==> config.mk <==
export PLATFORM = sky130hd
export DESIGN_NAME = vector_fetch
export DESIGN_NICKNAME = d
export VERILOG_FILES = /design/src/rtl/vector_fetch.sv
export SDC_FILE = /design/constraint.sdc
export NUM_CORES = 1
export LEC_CHECK = 0
export BUFFER_PORTS_ARGS = -buffer_cell sky130_fd_sc_hd__buf_2
export CAP_MARGIN = 10
export CORE_AREA = 4 4 66 98
export CTS_BUF_LIST = sky130_fd_sc_hd__clkbuf_4
export CTS_CLUSTER_SIZE = 25
export DETAILED_ROUTE_END_ITERATION = 12
export DIE_AREA = 0 0 70 102
export GPL_ROUTABILITY_DRIVEN = 0
export PLACE_DENSITY = 0.56
export SLEW_MARGIN = 15
export SYNTH_ARGS = -nofsm -noshare
export SYNTH_HDL_FRONTEND = slang
export SYNTH_SLANG_ARGS = --single-unit
==> constraint.sdc <==
create_clock -name clk -period 5.75 [get_ports clk]
set_input_delay 1.15 -clock clk [delete_from_list [all_inputs] [get_ports clk]]
set_output_delay 1.15 -clock clk [all_outputs]
set_load 0.02 [all_outputs]
==> src/rtl/vector_fetch.sv <==
// Reset/NMI/IRQ/BRK vector fetch sequencer driving the PC load port.
// Optional mem_ready timeout (sticky fault) enabled by defining VECFETCH_TIMEOUT_EN.
module vector_fetch #(
  parameter int unsigned WAIT_LIMIT = 255
) (
  input  logic        clk,
  input  logic        rst_n,
  input  logic        nmi_n,
  input  logic        irq_n,
  input  logic        i_flag,
  input  logic        brk_req,
  input  logic        boundary,
  output logic [15:0] mem_addr,
  output logic        mem_rd,
  input  logic        mem_ready,
  input  logic [7:0]  mem_data,
  output logic [7:0]  PCL_in,
  output logic [7:0]  PCH_in,
  output logic        load_pc_l,
  output logic        load_pc_h,
  output logic        busy,
  output logic        done,
  output logic [1:0]  vector_id,
  output logic        fault
);

  typedef enum logic [1:0] {
    IDLE     = 2'd0,
    FETCH_LO = 2'd1,
    FETCH_HI = 2'd2,
    COMMIT   = 2'd3
  } state_e;

  localparam logic [1:0]  VEC_RES  = 2'd0;
  localparam logic [1:0]  VEC_NMI  = 2'd1;
  localparam logic [1:0]  VEC_IRQ  = 2'd2;
  localparam logic [15:0] BASE_RES = 16'hFFFC;
  localparam logic [15:0] BASE_NMI = 16'hFFFA;
  localparam logic [15:0] BASE_IRQ = 16'hFFFE;

  state_e      state_q, state_d;
  logic        res_pend_q, res_pend_d;
  logic        nmi_pend_q, nmi_pend_d;
  logic        brk_pend_q, brk_pend_d;
  logic        nmi_q;
  logic [15:0] base_q, base_d;
  logic [1:0]  vid_q, vid_d;
  logic [7:0]  lo_q, lo_d;
  logic [7:0]  hi_q, hi_d;
  logic [7:0]  pcl_q, pcl_d;
  logic [7:0]  pch_q, pch_d;

  logic nmi_edge, nmi_eff, irq_act, fetching;

  assign nmi_edge = nmi_q & ~nmi_n;
  assign nmi_eff  = nmi_pend_q | nmi_edge;
  assign irq_act  = ~irq_n & ~i_flag;
  assign fetching = (state_q == FETCH_LO) || (state_q == FETCH_HI);

`ifdef VECFETCH_TIMEOUT_EN
  localparam logic [7:0] WAIT_LAST = 8'(WAIT_LIMIT - 1);
  logic [7:0] wait_q, wait_d;
  logic       fault_q, fault_d;
`else
  logic unused_wait_limit;
  assign unused_wait_limit = ^WAIT_LIMIT;
`endif

  // NOTE: every always_comb output gets a default first, so no path can infer a latch.
  always_comb begin : next_state
    state_d    = state_q;
    res_pend_d = res_pend_q;
    nmi_pend_d = nmi_pend_q | nmi_edge;
    brk_pend_d = brk_pend_q | brk_req;
    base_d     = base_q;
    vid_d      = vid_q;
    lo_d       = lo_q;
    hi_d       = hi_q;
    pcl_d      = pcl_q;
    pch_d      = pch_q;

    unique case (state_q)
      IDLE: begin
        if (res_pend_q) begin
          state_d    = FETCH_LO;
          res_pend_d = 1'b0;
          vid_d      = VEC_RES;
          base_d     = BASE_RES;
        end else if (boundary) begin
          if (nmi_eff) begin
            state_d    = FETCH_LO;
            nmi_pend_d = 1'b0;
            vid_d      = VEC_NMI;
            base_d     = BASE_NMI;
          end else if (brk_pend_q) begin
            // A fresh brk_req in this very cycle stays pending for a later service.
            state_d    = FETCH_LO;
            brk_pend_d = brk_req;
            vid_d      = VEC_IRQ;
            base_d     = BASE_IRQ;
          end else if (irq_act) begin
            state_d = FETCH_LO;
            vid_d   = VEC_IRQ;
            base_d  = BASE_IRQ;
          end
        end
      end
      FETCH_LO: begin
        if (mem_ready) begin
          lo_d    = mem_data;
          state_d = FETCH_HI;
        end
      end
      FETCH_HI: begin
        if (mem_ready) begin
          hi_d    = mem_data;
          state_d = COMMIT;
        end
      end
      COMMIT: begin
        pcl_d   = lo_q;
        pch_d   = hi_q;
        state_d = IDLE;
      end
      default: state_d = IDLE;
    endcase

`ifdef VECFETCH_TIMEOUT_EN
    wait_d  = 8'd0;
    fault_d = fault_q;
    if (fetching && !mem_ready) begin
      if (wait_q == WAIT_LAST) begin
        state_d = IDLE;
        fault_d = 1'b1;
      end else begin
        wait_d = wait_q + 8'd1;
      end
    end
`endif
  end

  // NOTE: sequential state uses non-blocking assignments so every register samples pre-edge values.
  always_ff @(posedge clk) begin : state_reg
    if (!rst_n) begin
      state_q    <= IDLE;
      res_pend_q <= 1'b1;
      nmi_pend_q <= 1'b0;
      brk_pend_q <= 1'b0;
      nmi_q      <= 1'b1;
      base_q     <= 16'h0000;
      vid_q      <= VEC_RES;
      lo_q       <= 8'h00;
      hi_q       <= 8'h00;
      pcl_q      <= 8'h00;
      pch_q      <= 8'h00;
`ifdef VECFETCH_TIMEOUT_EN
      wait_q     <= 8'd0;
      fault_q    <= 1'b0;
`endif
    end else begin
      state_q    <= state_d;
      res_pend_q <= res_pend_d;
      nmi_pend_q <= nmi_pend_d;
      brk_pend_q <= brk_pend_d;
      nmi_q      <= nmi_n;
      base_q     <= base_d;
      vid_q      <= vid_d;
      lo_q       <= lo_d;
      hi_q       <= hi_d;
      pcl_q      <= pcl_d;
      pch_q      <= pch_d;
`ifdef VECFETCH_TIMEOUT_EN
      wait_q     <= wait_d;
      fault_q    <= fault_d;
`endif
    end
  end

  always_comb begin : outputs
    mem_rd    = fetching;
    mem_addr  = 16'h0000;
    load_pc_l = 1'b0;
    load_pc_h = 1'b0;
    done      = 1'b0;
    PCL_in    = pcl_q;
    PCH_in    = pch_q;
    unique case (state_q)
      FETCH_LO: mem_addr = base_q;
      FETCH_HI: mem_addr = base_q + 16'd1;
      COMMIT: begin
        load_pc_l = 1'b1;
        load_pc_h = 1'b1;
        done      = 1'b1;
        PCL_in    = lo_q;
        PCH_in    = hi_q;
      end
      default: ;
    endcase
  end

  assign busy      = (state_q != IDLE);
  assign vector_id = vid_q;
`ifdef VECFETCH_TIMEOUT_EN
  assign fault = fault_q;
`else
  assign fault = 1'b0;
`endif

endmodule
==> impl_metrics.tcl <==
set metrics [dict create \
    numCtsBuffers 5 \
    startpoint "state_q[0]" \
    r2r_end "pch_q[2]" \
    drc 0 \
    syn-cell-area_um2 1930 \
    dp_slack_ns 2.82 \
    antenna_found_initial 0 \
    via_count 1451 \
    grt_max_degree 46 \
    worstPathArrival_ns 2.17 \
    die_w_um 70 \
    drt-pass1-iter-count 4 \
    synth_cell_types 33 \
    dp.cells 301 \
    layout.nets 258 \
    status "complete, no violations" \
    avgSynthCellArea_um2 9.66 \
    clk_latency_ns 0.36 \
    tns_ns 0 \
    start_util 0.339 \
    setup_viol 0 \
    diodes 0 \
    layout_setup_ws_ns 2.43 \
    grt_first_pass_wirelength_um 6750 \
    post_cts_resized 0 \
    port-buffer-count 54 \
    rows 34 \
    holdBufCountCts 0 \
    track_usage 0.120 \
    cp_cell_sequence "inv_1 -> ha_1 -> nor2_1 -> nor2b_1 -> and2_1 -> buf_2" \
    max-cap-violations 0 \
    slew-limit-headroom 0.427 \
    r2r_cells 3 \
    met3_usage 0.0404 \
    hold_class "reg -> reg" \
    wl_per_cell_um 13.0 \
    fp.dieH_um 102 \
    globalRouteMet1Util 0.145 \
    final_cell_mix "buf_2 (54), dfxtp_1 (43), nand2_1 (22), and2_1 (20)" \
    power.density_nw_per_um2 364 \
    post-dp-hpwl_um 2950 \
    worst-setup-path-type "reg -> out" \
    post-cts-setup-buffers 0 \
    placed_area_um2 2140 \
    use_met2 0.193 \
    final_common_cell "buf_2" \
    clock_path_buffers 2 \
    clock-sinks 43 \
    slowest_stage "ha_1" \
    rr_startpoint "state_q[1]" \
    area_growth_pct 13.9 \
    worst_ep_required_time_ns 4.60 \
    cp-start-kind "flop" \
    worst_pin_slew_ns 0.859 \
    rsz0062_at_grt "false" \
    ant_nets 0 \
    end_kind "output port" \
    ir_drop_uv 167 \
    cts_root_buf "clkbuf_4" \
    die-area_um2 7140 \
    cts_tree "done" \
    grt_pass1_vias 1361 \
    cts.clk_slew.worst_paths_ns 0.13 \
    reg2reg_slack_ns 3.91 \
    cts-htree-levels 2 \
    syn_inst 200 \
    core_area_um2 5700 \
    instances_no_fill 309 \
    grt-ovfl-total 0 \
    slew_violations 0 \
    power_uw 802 \
    crit_end "mem_addr[7]" \
    gr-max-usage-layer "met2" \
    hold_viol 0 \
    yosysSeqAreaShare 0.446 \
    pin_count 56 \
    synth_nets 222 \
    routed_wl_um 4030 \
    drive_above_1_share 0.346 \
    ys_warn_count 0 \
    period_needed_ns 3.32 \
    p_leak_nw 1.02 \
    ys_ff_latch 43 \
    clock.fmax_mhz 301 \
    max_stage_delay_ns 0.41 \
    fin_skew_ns 0.00978 \
    path_max_fanout 13 \
    final_area_um2 2200 \
    fin_crit_sh 0.577 \
    via_per_inst 4.70 \
    drt-initial-drc-count 47 \
]
worst max-delay path: cells and delay by family, from the launching register on:
kind,cells,cell delay (ns)
simple gates,3,0.66
flops,1,0.37
buf+inv,2,0.36
fa+ha+maj,1,0.41
worst min-delay path by stage:
| stage | from | to | depth (start not counted) |
|---|---|---|---|
| 5_1_grt | lo_q[4] | lo_q[4] | 2 |
| 6_report | lo_q[3] | lo_q[3] | 2 |
| 3_3_place_gp | base_q[14] | base_q[14] | 1 |
| 4_1_cts | lo_q[3] | lo_q[3] | 2 |
| 3_5_place_dp | base_q[14] | base_q[14] | 1 |
| 2_1_floorplan | base_q[14] | base_q[14] | 1 |
area by class of cell:
| cell class | instances | area, µm² |
|---|---|---|
| inverter | 5 | 18.8 |
| clock buffer | 5 | 37.5 |
| clock inverter | 3 | 23.8 |
| tap | 72 | 90.1 |
| sequential | 43 | 861 |
| multi-input combinational | 127 | 898 |
| timing repair buffer | 54 | 270 |
| fill | 603 | 3500 |
per-stage QoR:
step                      hold WS (ns)   util
after detailed placement         0.447  0.375
after floorplan                  0.432      -
after CTS                        0.478  0.386
final                            0.473  0.386
after global placement           0.440  0.375
after global routing             0.491  0.386
cells by family after synthesis:
| family | after synthesis | share of synthesized area |
|---|---|---|
| other cells | 1 | 0.00194 |
| simple gates | 73 | 0.200 |
| compound gates | 28 | 0.115 |
| flops | 43 | 0.446 |
| buf+inv | 30 | 0.0894 |
| mux | 19 | 0.109 |
| fa+ha+maj | 6 | 0.0389 |
power by group:
group          switching [mW]  total [mW]  internal (mW)
Clock                   0.109       0.158         0.0491
Sequential             0.0224       0.353          0.330
Combinational           0.181       0.291          0.111
flip-flops by register name (all words and copies together), names as in the netlist:
signal,count
hi_q,8
lo_q,8
pch_q,8
pcl_q,8
base_q,3
state_q,2
vector_id,2
brk_pend_q,1
nmi_pend_q,1
nmi_q,1
res_pend_q,1
metal layers:
metal  part of all wire  vias up
met3              0.078        8
met1               0.44      672
met2               0.46       51
met5                  0        -
met4              0.024        0
li1                   -      720
synth_stat cells, drive strengths merged:
cell type / number / area (µm²)
clkbuf: 7 / 26.3
mux2: 16 / 180
nand2: 22 / 82.6
and2b: 1 / 8.76
buf: 18 / 128
inv: 5 / 18.8
o41a: 1 / 21.3
ha: 6 / 75.1
o21a: 4 / 30.0
a21oi: 1 / 5.00
a21boi: 17 / 131
o21ai: 2 / 10.0
o22ai: 1 / 6.26
nor4: 1 / 6.26
nor3: 1 / 5.00
nand3: 17 / 90.1
o211a: 1 / 10.0
o41ai: 1 / 8.76
and2: 20 / 125
and3: 1 / 6.26
mux2i: 3 / 30.0
nor2b: 3 / 18.8
dfxtp: 43 / 861
conb: 1 / 3.75
nor2: 3 / 11.3
or2: 2 / 12.5
nand2b: 2 / 20.0
No activity file was read; power rests on OpenSTA's default activity.
